`config.mk`:
```
export PLATFORM = sky130hd
export DESIGN_NAME = sine_channel_scheduler
export DESIGN_NICKNAME = d
export VERILOG_FILES = /design/src/rtl/sine_pkg.sv /design/src/rtl/rr_arbiter.sv /design/src/rtl/sine_channel_scheduler.sv
export SDC_FILE = /design/constraint.sdc
export NUM_CORES = 1
export LEC_CHECK = 0
export ABC_CLOCK_PERIOD_IN_PS = 9020
export CAP_MARGIN = 15
export CORE_ASPECT_RATIO = 1.25
export CORE_UTILIZATION = 30
export CTS_BUF_LIST = sky130_fd_sc_hd__clkbuf_4
export DETAILED_ROUTE_END_ITERATION = 6
export GPL_TIMING_DRIVEN = 0
export SYNTH_ARGS = -nofsm -noshare
export SYNTH_HDL_FRONTEND = slang
export SYNTH_SLANG_ARGS = --single-unit
```
`constraint.sdc`:
```
create_clock -name clk_i -period 9.02 [get_ports clk_i]
set_input_delay 2.255 -clock clk_i [delete_from_list [all_inputs] [get_ports clk_i]]
set_output_delay 2.255 -clock clk_i [all_outputs]
set_load 0.01 [all_outputs]
```
`src/rtl/sine_pkg.sv`:
```
// Shared types, table geometry and the start-index rule used by the sine
// generators that read the common half-sine table.
package sine_pkg;

  localparam int SINE_SIZE  = 8;
  localparam int TABLE_SIZE = 32;
  localparam int PHASE_SIZE = 6;
  localparam int ADDR_W     = $clog2(TABLE_SIZE);

  typedef enum logic [1:0] {IDLE, ISSUE, HOLD} sched_state_t;
  typedef enum logic {FWD, REV} dir_t;

  // Maps a signed phase onto the table around its midpoint; division truncates toward zero.
  function automatic logic [ADDR_W-1:0] calc_start_index(input logic signed [PHASE_SIZE-1:0] phase);
    int p;
    int s;
    int r;
    p = int'(phase);
    s = (p * (TABLE_SIZE - 1)) / ((1 << PHASE_SIZE) - 1);
    r = ((TABLE_SIZE - 1) / 2 + s) % TABLE_SIZE;
    if (r < 0) r += TABLE_SIZE;
    return ADDR_W'(r);
  endfunction

endpackage

```
`src/rtl/rr_arbiter.sv`:
```
// Combinational round-robin pick: the first requesting channel after last_i,
// wrapping around; any_o flags that at least one channel requests.
module rr_arbiter #(
  parameter int NUM_CH = 4,
  parameter int CH_W   = $clog2(NUM_CH)
) (
  input  logic [NUM_CH-1:0] req_i,
  input  logic [CH_W-1:0]   last_i,
  output logic [CH_W-1:0]   grant_o,
  output logic              any_o
);

  // Scan from the farthest candidate to the nearest so the nearest requester wins.
  always_comb begin
    grant_o = '0;
    any_o   = 1'b0;
    for (int i = NUM_CH; i >= 1; i--) begin
      if (req_i[CH_W'((int'(last_i) + i) % NUM_CH)]) begin
        grant_o = CH_W'((int'(last_i) + i) % NUM_CH);
        any_o   = 1'b1;
      end
    end
  end

endmodule

```
`src/rtl/sine_channel_scheduler.sv`:
```
// Shares one half-sine table among NUM_CH channels: round-robin issue of one
// table read per sample, each channel bouncing its own index between the ends.
module sine_channel_scheduler
  import sine_pkg::*;
#(
  parameter int NUM_CH = 4,
  parameter int CH_W   = $clog2(NUM_CH)
) (
  input  logic                         clk_i,
  input  logic                         rst_ni,
  input  logic                         cfg_valid_i,
  output logic                         cfg_ready_o,
  input  logic [CH_W-1:0]              cfg_ch_i,
  input  logic signed [PHASE_SIZE-1:0] cfg_phase_i,
  input  logic                         cfg_enable_i,
  output logic [ADDR_W-1:0]            tbl_addr_o,
  input  logic [SINE_SIZE-1:0]         tbl_data_i,
  output logic                         out_valid_o,
  input  logic                         out_ready_i,
  output logic [CH_W-1:0]              out_ch_o,
  output logic [SINE_SIZE-1:0]         out_sample_o
);

  sched_state_t         state_q, state_d;
  logic [NUM_CH-1:0]    en_q, en_d;
  logic [ADDR_W-1:0]    idx_q [NUM_CH];
  logic [ADDR_W-1:0]    idx_d [NUM_CH];
  dir_t                 dir_q [NUM_CH];
  dir_t                 dir_d [NUM_CH];
  logic [CH_W-1:0]      last_q, last_d;
  logic [CH_W-1:0]      out_ch_q, out_ch_d;
  logic [SINE_SIZE-1:0] out_sample_q, out_sample_d;
  logic                 out_valid_q, out_valid_d;
  logic [ADDR_W-1:0]    tbl_addr_q;
  logic [CH_W-1:0]      grant;
  logic                 any_en;
  logic                 issue;

  rr_arbiter #(.NUM_CH(NUM_CH), .CH_W(CH_W)) u_arb (
    .req_i   (en_q),
    .last_i  (last_q),
    .grant_o (grant),
    .any_o   (any_en)
  );

  assign issue = (state_q == ISSUE) && any_en;
  // Blocking config for the granted channel keeps its reload from racing its advance.
  assign cfg_ready_o  = !(issue && (cfg_ch_i == grant));
  assign tbl_addr_o   = issue ? idx_q[grant] : tbl_addr_q;
  assign out_valid_o  = out_valid_q;
  assign out_ch_o     = out_ch_q;
  assign out_sample_o = out_sample_q;

  always_comb begin
    // NOTE: every next-state value starts from its current value so no path can infer a latch.
    state_d      = state_q;
    en_d         = en_q;
    idx_d        = idx_q;
    dir_d        = dir_q;
    last_d       = last_q;
    out_valid_d  = out_valid_q;
    out_ch_d     = out_ch_q;
    out_sample_d = out_sample_q;

    unique case (state_q)
      IDLE: if (|en_q) state_d = ISSUE;
      ISSUE: begin
        if (any_en) begin
          out_sample_d = tbl_data_i;
          out_ch_d     = grant;
          out_valid_d  = 1'b1;
          last_d       = grant;
          state_d      = HOLD;
          if (dir_q[grant] == FWD) begin
            if (idx_q[grant] == ADDR_W'(TABLE_SIZE - 1)) begin
              dir_d[grant] = REV;
              idx_d[grant] = idx_q[grant] - ADDR_W'(1);
            end else begin
              idx_d[grant] = idx_q[grant] + ADDR_W'(1);
            end
          end else begin
            if (idx_q[grant] == '0) begin
              dir_d[grant] = FWD;
              idx_d[grant] = idx_q[grant] + ADDR_W'(1);
            end else begin
              idx_d[grant] = idx_q[grant] - ADDR_W'(1);
            end
          end
        end else begin
          state_d = IDLE;
        end
      end
      HOLD: begin
        if (out_ready_i) begin
          out_valid_d = 1'b0;
          state_d     = (|en_q) ? ISSUE : IDLE;
        end
      end
      default: state_d = IDLE;
    endcase

    // Out-of-range channel ids match no entry and are silently dropped.
    if (cfg_valid_i && cfg_ready_o) begin
      for (int c = 0; c < NUM_CH; c++) begin
        if (cfg_ch_i == CH_W'(c)) begin
          en_d[c]  = cfg_enable_i;
          idx_d[c] = calc_start_index(cfg_phase_i);
          dir_d[c] = cfg_phase_i[PHASE_SIZE-1] ? REV : FWD;
        end
      end
    end
  end

  // NOTE: non-blocking assignments only, so every register samples pre-edge values.
  always_ff @(posedge clk_i or negedge rst_ni) begin
    if (!rst_ni) begin
      state_q      <= IDLE;
      en_q         <= '0;
      last_q       <= CH_W'(NUM_CH - 1);
      out_valid_q  <= 1'b0;
      out_ch_q     <= '0;
      out_sample_q <= '0;
      tbl_addr_q   <= '0;
      // NOTE: per-channel state is a few flops rather than a RAM, so it is reset like any register.
      for (int c = 0; c < NUM_CH; c++) begin
        idx_q[c] <= '0;
        dir_q[c] <= FWD;
      end
    end else begin
      state_q      <= state_d;
      en_q         <= en_d;
      idx_q        <= idx_d;
      dir_q        <= dir_d;
      last_q       <= last_d;
      out_valid_q  <= out_valid_d;
      out_ch_q     <= out_ch_d;
      out_sample_q <= out_sample_d;
      tbl_addr_q   <= tbl_addr_o;
    end
  end

endmodule

```
Yosys cells after proc, flatten, opt, wreduce, memory -nomap -nowiden
Index checks and enable logic that the tools add are counted.

word-level totals
  bits in registers = 48
  input port bits = 21
  output and inout port bits = 17
  word-level logic and storage cells = 131

cells by class
  add/subtract/negate cells = 8
  $mul = 1
  div/mod/pow operators = 1
  order comparisons = 7
  eq/ne operators = 10
  multiplexer cells = 63
  bitwise operators = 5
  reduce and logical (&&, ||, !) cells = 18

operator list
  kind                   count
  $mux 20                6
  $mux 5                 9
  $bwmux 20              2
  $add 5x32->32 const A  1
  $div 32x7->32 const B  1
  $mux 4                 6
  $mux 1                 23
  $lt 2x4->1 const B     4
  $mux 2                 7
  $mul 6x6->12 const B   1
  $reduce_and 2->1       6
  $add 5x1->5 const B    2
  $bmux 1 s2             5
  $bmux 5 s2             1
  $demux 5 s2            1
  $eq 2x2->1 const B     3
  $lt 6x1->1 const B     1
  $ne 2x2->1 const B     3
  $pmux 2 s3             1
  $eq 5x5->1 const B     1
  $logic_not 5->1        1
  $reduce_or 5->1        1
  $sub 5x1->5 const B    1
  $add 2x1->2 const B    2
  18 further kinds       24

Logic depth before layout (Yosys ltp)
Gate-level depths: netlist of run 1.

  depth after elaboration = 21
  mapped depth = 38
  mapped depth without buffers = 33

Cells and area by module
A second synthesis of run 1 with hierarchy kept.

unflattened totals
  cells, all modules = 616
  area total of the unflattened synthesis = 5,072.4 sq um

by module, submodules not included
  module                  times used  cells each  area each (sq um)  seq. area each (sq um)
  sine_channel_scheduler  1           602         4,981.0            1,203.7
  rr_arbiter              1           14          91.3               0.0

Worst setup path after synthesis of run 1
Ideal clock, no wire load.

  path kind = input-to-reg
  start = input port cfg_phase_i[0]
  end = register idx_q[9] in the netlist's numbering
  setup time = 0.133 ns
  arrival = 10.205 ns
  required time = 8.887 ns
  path slack = -1.318 ns
  cell stages on the path = 33
  buffers on the path = 3
  cells stage by stage = buf_2 > inv_1 > ha_1 > ha_1 > fa_1 > fa_1 > a211oi_2 > o21ai_1 > a311o_1 > a21oi_1 > or4b_1 > a31oi_1 > a22o_1 > or2_1 > clkbuf_1 > nor4b_1 > or2_2 > a21o_1 > clkbuf_1 > o21ai_0 > ha_1 > nand2_1 > a2111o_1 > o31a_1 > or4b_4 > clkinv_2 > ha_1 > inv_1 > a2111oi_0 > o21ai_0 > a21boi_0 > xnor2_1 > o21ai_0

RTL lines
  item                  RTL line                       text
  from (decl)           sine_channel_scheduler.sv:14   input logic signed [PHASE_SIZE-1:0] cfg_phase_i,
  to (signal assigned)  sine_channel_scheduler.sv:132  idx_q <= idx_d;
  to (decl)             sine_channel_scheduler.sv:26   logic [ADDR_W-1:0] idx_q [NUM_CH];

==> impl_metrics.toml, run 1 <==
[yosys]
synth_nets = 715
synth_cell_types = 94
synthFlopType = "dfrtp_1"
ys_seq_area_frac = 0.224
yosysWarnings = 0
synth_edf_count = 0
synthArstFlopShare = 1.00
synth_cells = 655
avgSynthCellArea_sq_um = 8.20
ys_ff_latch = 48
synth_area_sq_um = 5370

[die]
start_util = 0.307
dieArea_sq_um = 18400
core_sq_um = 17500
fp.dieH_um = 152
pin_count = 38
die_w_um = 122
fp-row-count = 54

[global_routing]
grtUsageTotal = 0.171
grt_pass1_wl_um = 25400
grt_max_degree = 32
first_global_vias = 5156
antenna_found_initial = 0
grt-ovfl-total = 0

[critical_path]
worstPathRequired_ps = 9280
rr_worst_depth = 21
max_stage_delay_ps = 570
cp_max_fo = 10
end_kind = "flip-flop"
crit_arrival_ps = 10120
reg2reg_slack_ps = 4460
crit_type = "primary input to flip-flop"
cp-start-kind = "primary input"
worst_path_max_delay_cell = "or4b_4"

[cells_and_area]
area_growth_pct = 35.9
layout_common_cells = "nand2_1 (67), buf_4 (56), nor2_1 (48)"
drive_above_1_share = 0.296
diodes = 0
final_common_cell = "nand2_1"
final_core_util = 0.417
nNetsFinal = 815

[sta]
period_needed_ps = 9850
setup_tns_ps = -9810
slew_viol_final = 0
hold_viol_final = 0
fmax_ghz = 0.101
fin_crit_sh = 1.09
rsz0062_at_grt = "yes"
worst_pin_slew_ps = 962
fin_ws_ps = -835
finalSetupViolCount = 16
finClkSkew_ps = 12.9
max_slew_margin = 0.354

[route]
dr.pass1.iters = 5
wire_per_inst_um = 16.0
drc = 0
via_per_inst = 5.48
postRouteAntennaNets = 0
wirelength_um = 15700
dr_total_vias = 5370
drtIter0Drc = 343

[placed_design]
hpwl_um = 11400
place.gp.congestion = 0.839
port_buffers = 37

[clocking]
clk_pin_slew_ps = 150
ctsRootBufferMaster = "clkbuf_4"
htree_levels = 2
clockBufferDepth = 2
insertion_delay_ps = 370
numCtsBuffers = 5
hold_buffers = 0
tritoncts = "yes"
cts.sinks = 48

[worst_hold_path]
holdCritPathClass = "flip-flop to flip-flop"
holdPathStages = 1

[status]
status = "finished with violations"
violations = "setup timing"

[job]
drv_cap = 0
==> per-stage QoR <==
| stage | setup WS [ps] | hold slack [ps] | cells | area, sq um |
|---|---|---|---|---|
| after global routing | -1090 | 528 | 980 | 7300 |
| final | -835 | 496 | 980 | 7300 |
| after global placement | -2690 | 462 | 916 | 6180 |
| after floorplan | -835 | 462 | 655 | 5530 |
| after CTS | -780 | 505 | 967 | 7030 |
| after detailed placement | -2660 | 472 | 918 | 6210 |
==> worst paths after layout <==
check                          startpoint          end
min reg2reg                   out_ch_o[1]  out_ch_o[1]
max                        cfg_phase_i[1]    idx_q[19]
min                           out_ch_o[1]  out_ch_o[1]
max in group asynchronous          rst_ni    last_q[0]
max reg2reg                     last_q[0]     idx_q[3]
min in group asynchronous          rst_ni     dir_q[1]
==> state kept, by name, summed over array words and instances (netlist names) <==
| register | count |
|---|---|
| tbl_addr_q | 5 |
| state_q | 2 |
| en_q | 4 |
| idx_q | 20 |
| out_valid_o | 1 |
| out_ch_o | 2 |
| out_sample_o | 8 |
| last_q | 2 |
| dir_q | 4 |
==> layer usage <==
metal | routed length (um) | vias up | global-route usage | share of wire
li1 | - | 2621 | - | -
met1 | 6570 | 2577 | 0.202 | 0.42
met2 | 8230 | 142 | 0.320 | 0.53
met3 | 519 | 30 | 0.0153 | 0.033
met4 | 351 | 0 | 0.0586 | 0.022
met5 | 0 | - | 0 | 0
==> what timing repair did <==
item	4_1_cts	5_1_grt
setup buffers	40	14
pin swaps	56	38
gates resized for setup	123	38
setup endpoints to repair	20	20
gates cloned	1	0
==> kinds of logic (layout without fill, tap and decap cells) <==
| group | count (synthesis) | count (layout) | share of synthesized area |
|---|---|---|---|
| flops | 48 | 48 | 0.224 |
| simple gates | 223 | 223 | 0.210 |
| fa+ha+maj | 40 | 40 | 0.108 |
| compound gates | 211 | 211 | 0.277 |
| buf+inv | 61 | 162 | 0.0482 |
| mux | 32 | 32 | 0.0650 |
| xor+xnor | 40 | 40 | 0.0666 |
==> critical path, delay by kind of cell <==
family	cells	cell delay (ps)
AO/OA/AOI/OAI	15	4040
adder cells (fa/ha/maj)	5	1830
AND/OR/NAND/NOR	4	1210
buffers and inverters	6	560
XOR/XNOR	1	190
==> cell type report <==
class                   count  area [sq um]
repair buffers             95           858
inverters                  34           139
fillers                  1720         10200
plain buffers              25           149
flip-flops and latches     48          1200
clock buffers               5          37.5
well taps                 224           280
clock inverters             3          37.5
multi-input cells         546          4590
==> cells in the mapped netlist, types with 8 or more instances <==
cell / number / area, sq um
mux2_2: 23 / 259
mux2i_1: 9 / 90.1
clkbuf_1: 16 / 60.1
nor2_1: 52 / 195
a21boi_0: 8 / 60.1
o211ai_1: 13 / 97.6
xor2_1: 8 / 70.1
a31oi_1: 9 / 56.3
nand2_1: 68 / 255
ha_1: 28 / 350
a21o_1: 10 / 75.1
inv_1: 33 / 124
a21oi_1: 37 / 185
xnor2_1: 31 / 272
nand2b_1: 10 / 62.6
fa_1: 11 / 220
nand3_1: 16 / 80.1
o21ai_0: 48 / 240
dfrtp_1: 46 / 1150
or3_1: 8 / 50.1
nor3_1: 17 / 85.1
o31ai_1: 8 / 60.1
nand4_1: 10 / 62.6
Power of run 1 is not shown: default switching activity piles up to over one toggle a cycle in this logic, so the estimate is an artifact.
==> run 2: changes to the inputs <==
--- a/config.mk
+++ b/config.mk
@@ -11,7 +11,9 @@
 export CORE_UTILIZATION = 30
 export CTS_BUF_LIST = sky130_fd_sc_hd__clkbuf_4
 export DETAILED_ROUTE_END_ITERATION = 6
+export GPL_ROUTABILITY_DRIVEN = 1
 export GPL_TIMING_DRIVEN = 0
+export PLACE_DENSITY = 0.47
 export SYNTH_ARGS = -nofsm -noshare
 export SYNTH_HDL_FRONTEND = slang
 export SYNTH_SLANG_ARGS = --single-unit
==> run 2 against run 1 <==
  * Largest cell class unchanged
  * Critical path type unchanged
  * Fmax increased by 1.0%
  * Register-to-register slack got worse by 70 ps
  * Clock skew increased by 3.8 ps
  * Via count increased by 0.82%
  * Die area unchanged
  * Highest routed layer unchanged
  * Critical path depth increased by 4
  * Sequential cell count unchanged
  * First-iteration DRC count decreased by 35%
  * Critical endpoint is now idx_q[4]
  * Wire length increased by 5.8%
  * Design area increased by 1.7%
  * Core utilization increased by 0.72 points
  * The run still ends with setup timing left
==> impl_metrics.toml, run 2 (synthesis gave the netlist of run 1 again) <==
[sta]
fmax_ghz = 0.103
fin_crit_sh = 1.08
finalSetupViolCount = 16
worst_pin_slew_ps = 1070
whs_ps = 498
max_slew_margin = 0.284
finClkSkew_ps = 16.7
slew_viol_final = 0
period_needed_ps = 9750
hold_viol_final = 0
fin_ws_ps = -734
rsz0062_at_grt = "yes"

[critical_path]
worstPathRequired_ps = 9260
cp_common_cell = "ha_4"
timing.rr.end = "idx_q[13]"
rr_worst_depth = 20
crit_arrival_ps = 9990
timing.rr.start = "last_q[0]"
max_stage_delay_ps = 570
cp_max_fo = 9
endpoint = "idx_q[4]"
crit_type = "primary input to flip-flop"
cp-start-kind = "primary input"
end_kind = "flip-flop"
startpoint = "cfg_phase_i[4]"
reg2reg_slack_ps = 4390
worst_path_max_delay_cell = "or4b_4"

[cells_and_area]
drive_above_1_share = 0.315
final-instance-count-excl-fill = 988
nNetsFinal = 822
area_growth_pct = 38.3
final_common_cell = "nand2_1"
final_core_util = 0.424
largest-register = "idx_q"
final_cell_area_sq_um = 7430
largest_reg_flops = 20
layout_common_cells = "nand2_1 (67), buf_4 (63), nor2_1 (49)"

[clocking]
cts.sinks = 48
ctsRootBufferMaster = "clkbuf_4"
htree_levels = 2
clk_pin_slew_ps = 140
insertion_delay_ps = 370
hold_buffers = 0
tritoncts = "yes"
clockBufferDepth = 2
numCtsBuffers = 5

[route]
wire_per_inst_um = 16.8
drc = 0
wirelength_um = 16600
dr_total_vias = 5414
postRouteAntennaNets = 0
dr.pass1.iters = 4
via_per_inst = 5.48
drtIter0Drc = 223

[global_routing]
first_global_vias = 5385
grt-ovfl-total = 0
grt_max_degree = 36
grtUsageTotal = 0.183
antenna_found_initial = 1
grt_pass1_wl_um = 27000

[die]
pin_count = 38
start_util = 0.307
core_sq_um = 17500
fp-row-count = 54
fp.dieH_um = 152
dieArea_sq_um = 18400
die_w_um = 122

[status]
status = "finished with violations"
violations = "setup timing"

[worst_hold_path]
holdCritPathClass = "flip-flop to flip-flop"

[placed_design]
hpwl_um = 12400
place_area_sq_um = 6210
port_buffers = 37
place.gp.congestion = 0.877
placedCellCount = 918

[job]
drv_cap = 0
-- run 2: worst min-delay path by stage --
stage	from	endpoint	cells after the start
after detailed placement	out_ch_o[1]	out_ch_o[1]	1
final	out_ch_o[1]	out_ch_o[1]	1
after floorplan	last_q[0]	last_q[0]	2
after global placement	out_ch_o[1]	out_ch_o[1]	1
after CTS	out_ch_o[1]	out_ch_o[1]	1
after global routing	out_sample_o[0]	out_sample_o[0]	1
-- run 2: timing repair --
action | CTS | global route
hold endpoints to repair | 0 | 0
setup buffers | 40 | 23
endpoints found under the setup margin | 20 | 20
pin swaps | 50 | 52
gates resized for setup | 120 | 54
-- run 2: area by class of cell --
type / count / area (sq um)
repair buffers: 103 / 921
clock buffers: 6 / 45.0
plain buffers: 24 / 151
multi-input cells: 546 / 4640
diodes: 1 / 2.50
fillers: 1744 / 10100
clock inverters: 2 / 35.0
well taps: 224 / 280
inverters: 34 / 146
flip-flops and latches: 48 / 1200
-- run 2: routing by layer --
metal / global-route usage / wire (um)
met4: 0.0611 / 493
met1: 0.208 / 6870
met3: 0.0120 / 320
met5: 0 / 0
met2: 0.355 / 8900
-- run 2: worst max-delay path, delay by kind of cell --
family | cells | cell delay, ps
compound gates | 13 | 3390
xor+xnor | 2 | 320
fa+ha+maj | 6 | 1700
buf+inv | 8 | 660
mux | 1 | 330
simple gates | 5 | 1330
-- run 2: stage by stage --
stage	setup TNS, ps	worst slack, ps
after floorplan	-10950	-835
after global placement	-44670	-2700
after detailed placement	-47000	-2810
after CTS	-10700	-810
after global routing	-12370	-960
final	-8330	-734
Power of run 2 is left out for the same reason.
